## config.mk

```make
export PLATFORM = sky130hd
export DESIGN_NAME = hazard_controller
export DESIGN_NICKNAME = d
export VERILOG_FILES = /design/src/rtl/hazard_pkg.sv /design/src/rtl/hazard_sat_counter.sv /design/src/rtl/hazard_controller.sv
export SDC_FILE = /design/constraint.sdc
export NUM_CORES = 1
export LEC_CHECK = 0
export BUFFER_PORTS_ARGS = -buffer_cell sky130_fd_sc_hd__buf_2
export CORE_MARGIN = 3
export CORE_UTILIZATION = 25
export CTS_CLUSTER_DIAMETER = 30
export DETAILED_ROUTE_END_ITERATION = 10
export PLACE_DENSITY = 0.69
export SLEW_MARGIN = 20
export SYNTH_ARGS = -nofsm -noshare
export SYNTH_HDL_FRONTEND = slang
export SYNTH_SLANG_ARGS = --single-unit
```

## constraint.sdc

```tcl
create_clock -name CLK -period 1.3 [get_ports CLK]
set_input_delay 0.195 -clock CLK [delete_from_list [all_inputs] [get_ports CLK]]
set_output_delay 0.195 -clock CLK [all_outputs]
set_load 0.05 [all_outputs]
```

## src/rtl/hazard_pkg.sv

```systemverilog
// Shared types and defaults for the pipeline hazard controller.
package hazard_pkg;

  localparam int MEM_TIMEOUT_DEFAULT = 16;

  typedef enum logic [1:0] {
    RUN      = 2'd0,
    MEM_WAIT = 2'd1,
    ERROR    = 2'd2
  } hz_state_e;

  // Pipeline control action chosen each cycle, in priority order.
  typedef enum logic [2:0] {
    ACT_NORMAL  = 3'd0,
    ACT_RESET   = 3'd1,
    ACT_ERROR   = 3'd2,
    ACT_FREEZE  = 3'd3,
    ACT_BRANCH  = 3'd4,
    ACT_LOADUSE = 3'd5
  } hz_action_e;

endpackage

```

## src/rtl/hazard_sat_counter.sv

```systemverilog
// Saturating up-counter with synchronous clear; holds at all-ones.
module hazard_sat_counter #(
  parameter int CNT_W = 32
) (
  input  logic             clk_i,
  input  logic             clr_i,
  input  logic             en_i,
  output logic [CNT_W-1:0] cnt_o
);

  logic [CNT_W-1:0] cnt_q;

  // NOTE: sequential state uses non-blocking assignments so every flop samples pre-edge values.
  always_ff @(posedge clk_i) begin
    if (clr_i) begin
      cnt_q <= '0;
    end else if (en_i && (cnt_q != '1)) begin
      cnt_q <= cnt_q + CNT_W'(1);
    end
  end

  assign cnt_o = cnt_q;

endmodule

```

## src/rtl/hazard_controller.sv

```systemverilog
// Pipeline hazard controller: load-use stalls, branch flushes, memory freeze with timeout.
// Performance counters are built only when HAZARD_PERF_CNT_EN is defined.
module hazard_controller
  import hazard_pkg::*;
#(
  parameter int MEM_TIMEOUT = MEM_TIMEOUT_DEFAULT,
  parameter int CNT_W       = 32
) (
  input  logic             CLK,
  input  logic             RST,
  input  logic [4:0]       Rs1_ID,
  input  logic [4:0]       Rs2_ID,
  input  logic [4:0]       Rd_EX,
  input  logic             MemRead_EX,
  input  logic             Branch_taken_EX,
  input  logic             MemReq_MEM,
  input  logic             MemReady,
  output logic             PCWrite,
  output logic             IF_ID_Write,
  output logic             ID_EX_Write,
  output logic             EX_MEM_Write,
  output logic             IF_ID_Flush,
  output logic             ID_EX_Flush,
  output logic             MEM_WB_Bubble,
  output logic             MemError,
  output logic [CNT_W-1:0] StallCycles,
  output logic [CNT_W-1:0] FlushCount
);

  localparam int WAIT_W = $clog2(MEM_TIMEOUT);

  hz_state_e   state_q, state_d;
  logic [WAIT_W-1:0] wait_q, wait_d;
  logic        lu_q, lu_d;
  hz_action_e  act;
  logic        memstall, loaduse, freeze, timeout;

  assign memstall = MemReq_MEM && !MemReady;
  assign loaduse  = MemRead_EX && (Rd_EX != 5'd0) &&
                    ((Rd_EX == Rs1_ID) || (Rd_EX == Rs2_ID));

  // Once waiting, the access stays outstanding until MemReady.
  assign freeze  = (state_q == MEM_WAIT) ? !MemReady : memstall;
  // The entry cycle in RUN is the first frozen cycle, so the error fires on
  // the MEM_TIMEOUT-th consecutive frozen cycle (wait count reaching MEM_TIMEOUT-1).
  assign timeout = (state_q == MEM_WAIT) && !MemReady &&
                   (wait_q == WAIT_W'(MEM_TIMEOUT - 2));

  always_ff @(posedge CLK) begin
    if (RST) begin
      state_q <= RUN;
      wait_q  <= '0;
      lu_q    <= 1'b0;
    end else begin
      state_q <= state_d;
      wait_q  <= wait_d;
      lu_q    <= lu_d;
    end
  end

  // NOTE: every combinational output gets a default first so no latch is inferred.
  always_comb begin
    state_d = state_q;
    wait_d  = wait_q;
    unique case (state_q)
      RUN: begin
        if (memstall) begin
          state_d = MEM_WAIT;
          wait_d  = '0;
        end
      end
      MEM_WAIT: begin
        if (MemReady) begin
          state_d = RUN;
        end else if (timeout) begin
          state_d = ERROR;
        end else begin
          wait_d = wait_q + WAIT_W'(1);
        end
      end
      ERROR:   state_d = ERROR;
      default: state_d = RUN;
    endcase
  end

  always_comb begin
    if (RST)                        act = ACT_RESET;
    else if (state_q == ERROR)      act = ACT_ERROR;
    else if (freeze)                act = ACT_FREEZE;
    else if (Branch_taken_EX)       act = ACT_BRANCH;
    else if (loaduse && !lu_q)      act = ACT_LOADUSE;
    else                            act = ACT_NORMAL;

    PCWrite       = 1'b1;
    IF_ID_Write   = 1'b1;
    ID_EX_Write   = 1'b1;
    EX_MEM_Write  = 1'b1;
    IF_ID_Flush   = 1'b0;
    ID_EX_Flush   = 1'b0;
    MEM_WB_Bubble = 1'b0;
    MemError      = 1'b0;

    case (act)
      ACT_RESET, ACT_ERROR: begin
        PCWrite       = 1'b0;
        IF_ID_Write   = 1'b0;
        ID_EX_Write   = 1'b0;
        EX_MEM_Write  = 1'b0;
        IF_ID_Flush   = 1'b1;
        ID_EX_Flush   = 1'b1;
        MEM_WB_Bubble = 1'b1;
        MemError      = (act == ACT_ERROR);
      end
      ACT_FREEZE: begin
        PCWrite       = 1'b0;
        IF_ID_Write   = 1'b0;
        ID_EX_Write   = 1'b0;
        EX_MEM_Write  = 1'b0;
        MEM_WB_Bubble = 1'b1;
      end
      ACT_BRANCH: begin
        IF_ID_Flush = 1'b1;
        ID_EX_Flush = 1'b1;
      end
      ACT_LOADUSE: begin
        PCWrite     = 1'b0;
        IF_ID_Write = 1'b0;
        ID_EX_Flush = 1'b1;
      end
      default: ;
    endcase
  end

  // After a load-use bubble EX holds that bubble, so the repeated match is stale.
  assign lu_d = (act == ACT_LOADUSE);

`ifdef HAZARD_PERF_CNT_EN
  logic stall_evt, flush_evt;

  assign stall_evt = !PCWrite && !RST;
  assign flush_evt = (act == ACT_BRANCH);

  hazard_sat_counter #(.CNT_W(CNT_W)) u_stall_cnt (
    .clk_i (CLK),
    .clr_i (RST),
    .en_i  (stall_evt),
    .cnt_o (StallCycles)
  );

  hazard_sat_counter #(.CNT_W(CNT_W)) u_flush_cnt (
    .clk_i (CLK),
    .clr_i (RST),
    .en_i  (flush_evt),
    .cnt_o (FlushCount)
  );
`else
  assign StallCycles = '0;
  assign FlushCount  = '0;
`endif

endmodule

```

# After elaboration in Yosys (flattened, before gate mapping)
# Index checks and enable logic that the tools add are counted.
# W data, S select, Z words.
# word_totals
register_bits,7
# classes
n_addsub,1
eq_ne,14
muxes,20
n_reduce_logical,19
# op_table
op,count
$mux W3,5
$mux W4,3
$eq A5 B5 Y1,2
$pmux W4 S2,1
$reduce_or A4 Y1,2
$mux W1,7
$eq A3 B2 Y1 const B,2
$eq A3 B3 Y1 const B,2
$logic_and A1 B1 Y1,6
$mux W2,3
$ne A2 B2 Y1 const B,3
$pmux W2 S3,1
$reduce_or A3 Y1,2
$reduce_bool A5 Y1,1
$add A4 B1 Y4 const B,1
$eq A4 B4 Y1 const B,1
$reduce_and A4 Y1,1
$eq A3 B1 Y1 const B,1
$ne A3 B3 Y1 const B,1
$eq A2 B1 Y1 const B,1
$eq A2 B2 Y1 const B,1
$logic_not A1 Y1,2
$logic_not A2 Y1,1
$reduce_and A2 Y1,1
other kinds (3),3

# Longest topological paths before layout
# depth
depth_word,12
depth_mapped,6
ltp_nobuf,6

# Worst setup path before layout
# No wires, ideal clock.
# synth_path
path_type,register -> output
start,reg state_q[0]
end,out PCWrite
t_arrival_ps,1846
required_ps,1105
slack_ps,-741
path_stages_with_launch,6
cell_sequence,dfxtp_1 -> nor2b_1 -> nor2_1 -> nand2_1 -> o21ba_2 -> buf_4
# synth_via
elab_chain_len,8
# synth_lines
element,line,source
from (decl),hazard_controller.sv:32,"hz_state_e state_q, state_d;"
from (signal assigned),hazard_controller.sv:55,state_q <= state_d;
$eq A2 B1 Y1,hazard_controller.sv:43,assign freeze = (state_q == MEM_WAIT) ? !MemReady : memstall;
$mux W1,hazard_controller.sv:43,
$mux W3,hazard_controller.sv:89,else if (freeze) act = ACT_FREEZE;
$mux W3 (*),hazard_controller.sv:88,else if (state_q == ERROR) act = ACT_ERROR;
$mux W3 (*),hazard_controller.sv:87,if (RST) act = ACT_RESET;
"$eq A3 B3 Y1, or another cell as far along",n/a,
$reduce_or A4 Y1 (no line) (*),n/a,
$mux W1 (*),n/a,
to (decl),hazard_controller.sv:18,"output logic PCWrite,"
# Every way passes the cells marked *; elsewhere a longest branch is shown, timed or not.

# Worst setup path in the final report
# layout_path
start,reg state_q[0]
end,out ID_EX_Flush
# layout_via
elab_chain_len,8
# layout_lines
element,line,source
$eq A2 B1 Y1,hazard_controller.sv:43,
$mux W1,hazard_controller.sv:43,
$mux W3,hazard_controller.sv:89,
$mux W3 (*),hazard_controller.sv:88,
$mux W3 (*),hazard_controller.sv:87,
"$eq A3 B3 Y1, or another cell as far along",hazard_controller.sv:103,case (act)
$reduce_or A4 Y1 (no line) (*),n/a,
$mux W1 (*),hazard_controller.sv:103,
to (decl),hazard_controller.sv:23,"output logic ID_EX_Flush,"
# Marks and branches as above.

==> results.json <==
{
  "status": "complete, but fails checks",
  "violations": "negative setup slack",
  "leakage_uw": 0.000706,
  "slew_viol_final": 0,
  "synth_area_per_cell_um2": 7.99,
  "worst_ir_drop_vdd_mv": 0.237,
  "finalSetupViolCount": 9,
  "row_count": 22,
  "internal-power_uw": 600,
  "p_switching_uw": 679,
  "ys_types": 29,
  "layout_min_cycle_time_ns": 1.73,
  "syn2layout_area_growth_pct": 33.9,
  "htreeDepth": 1,
  "endpoint_kind": "output pin",
  "swShare_pct": 53.1,
  "clock_sinks": 7,
  "finalPower_uw": 1280,
  "core_region_area_um2": 3830,
  "clockBufferDepth": 2,
  "drtAntennaViolNets": 0,
  "p_comb_share_pct": 58.9,
  "insertion_delay_ns": 0.23,
  "hpwl_um": 1670,
  "seq_power_share_pct": 17.4,
  "synth_warnings": 0,
  "place_congestion": 0.750,
  "grt_use_total_pct": 7.38,
  "min_from": "RST",
  "vias": 798,
  "clkTransAtPathRegs_ns": 0.04,
  "fin_ws_ns": -0.432,
  "die_area_um2": 4960,
  "worst-endpoint-arrival_ns": 1.54,
  "min_to": "wait_q[0]",
  "grt_pass1_wl_um": 2930,
  "wl_um": 2090,
  "root_buffer": "clkbuf_8",
  "grt_overflow": 0,
  "reg2reg_slack_ns": -0.03,
  "viasPerCell": 3.53,
  "required_ns": 1.11,
  "synth_top_area_share_pct": 47.7,
  "cap_violations": 0,
  "drt_iter0_drc": 5,
  "finalCritPeriodShare_pct": 133,
  "cts_tree": "done",
  "portBuffers": 28,
  "criticalPathCategory": "flop to output pin",
  "dieHeight_um": 70.5,
  "first_pass_iters": 4,
  "ios": 93,
  "antenna_found_initial": 0,
  "worstSetupStartpointType": "flop",
  "postCtsHoldBufs": 0,
  "start_util_pct": 27.1,
  "dp_slack_ns": -0.443,
  "p_clk_share_pct": 23.8,
  "grt_max_degree": 8,
  "synth_area_um2": 1040,
  "syn_inst": 130,
  "grt_pass1_vias": 703,
  "r2r-start": "state_q[1]",
  "cts_buffers": 3,
  "r2r_cells": 6,
  "post_drt_wl_per_cell_um": 9.26,
  "nNetsFinal": 202,
  "ys_ff_latch": 7,
  "diodes": 0,
  "post-synth-top-area-cell": "buf_4",
  "hold_viol": 0,
  "clock-skew-final_ns": 0.00176,
  "drc": 0,
  "crit_fanout": 2,
  "reg2reg_to": "wait_q[1]",
  "max_freq_mhz": 577,
  "yosysSeqAreaShare_pct": 13.5,
  "min_path_type": "primary input to flop",
  "hold_path_depth": 3,
  "synth_area_leaders": "buf_4 (48%), dfxtp_1 (13%), xor2_1 (10%)",
  "die_width_um": 70.5,
  "drive_gt1_share_pct": 44.4,
  "powerDensity_nw_per_um2": 920,
  "rsz0062_at_grt": "yes"
}
## logic make-up (layout without fill, tap and decap cells)
family | after synthesis | after routing | synth area share [%]
AOI/OAI and AO/OA | 7 | 7 | 5.54
xor gates and xnor gates | 12 | 12 | 10.1
adders and majority gates | 2 | 2 | 2.41
buffers and inverters | 69 | 54 | 48.8
DFF | 7 | 7 | 13.5
muxes | 1 | 1 | 0.964
other | 1 | 64 | 0.361
and+or+nand+nor | 31 | 31 | 18.3
## cell usage in the layout (no fill, tap or decap), types with 3 or more instances in the layout
cell type  count
nor3_1         5
buf_4         13
conb_1        64
nor2_1         4
buf_6         11
buf_8          4
clkbuf_8       3
dfxtp_1        3
buf_2         20
xor2_1        12
## routing by layer
| layer | track usage [%] | part of all wire [%] |
|---|---|---|
| met3 | 1.73 | 12 |
| met5 | 0 | 0 |
| met1 | 6.67 | 31 |
| met4 | 3.19 | 1.1 |
| met2 | 15.1 | 55 |
## power groups by stage
stage	clock network [µW]	registers (µW)	logic (µW)
4_1_cts	311	222	729
5_1_grt	327	222	785
2_1_floorplan	0	230	732
3_5_place_dp	0	225	680
3_3_place_gp	0	225	678
6_report	304	222	753
## registers in the layout (all words and copies together) (netlist names)
name     flops
wait_q       4
lu_q         1
state_q      2
## synth_stat cells
cell and n:
buf_4 66, xor2_1 12, dfxtp_1 7, nor2_1 6, nor3_1 6, nand2_1 3, nor2b_1 3, a21oi_1 2
ha_1 2, inv_1 2, nand4_1 2, or3b_1 2, a22oi_1 1, a31oi_1 1, and3_2 1, and3_4 1
buf_1 1, conb_1 1, mux2i_1 1, nand2b_1 1, nand3_2 1, nor2_2 1, nor4b_2 1, o211ai_2 1
o21ba_2 1, o21bai_2 1, or2b_1 1, or3_1 1, or4_1 1
## per-stage QoR
stage	utilization, %	instances	area [µm²]	hold WS, ns	TNS [ns]
after floorplan	-	193	1370	0.400	-0.874
after global placement	31.2	220	1190	0.527	-1.43
after detailed placement	31.2	220	1190	0.540	-1.61
after CTS	35.2	227	1350	0.305	-2.21
after global routing	36.3	226	1390	0.337	-2.68
final	36.3	226	1390	0.323	-2.24
## worst max-delay path by stage
| stage | from | endpoint | slack [ns] | depth (start not counted) |
|---|---|---|---|---|
| detailed placement | Rd_EX[1] | IF_ID_Write | -0.44 | 6 |
| floorplan | state_q[0] | ID_EX_Flush | -0.28 | 4 |
| CTS | state_q[0] | ID_EX_Flush | -0.45 | 5 |
| global placement | Rd_EX[1] | IF_ID_Write | -0.39 | 6 |
| finish | state_q[0] | ID_EX_Flush | -0.43 | 5 |
| global route | state_q[0] | ID_EX_Flush | -0.48 | 5 |
## layout make-up
cell class,count,area (µm²)
clock buffer,4,45.0
fill,407,2440
timing repair buffer,48,382
multi-input combinational,117,742
inverter,2,11.3
tap,48,60.1
sequential,7,150
## worst max-delay path, stage by stage, from the launching register on
cell and delay (ns):
dfxtp_4 0.33, nor2b_4 0.12, o21bai_4 0.11, or3b_4 0.40, o211ai_4 0.17, buf_6 0.18
## timing repair
action,in CTS,in global routing
buffers inserted,3,2
gates resized for setup,25,14
pin swaps,5,7
setup endpoints to repair,9,14
No activity file was read; power rests on OpenSTA's default activity.
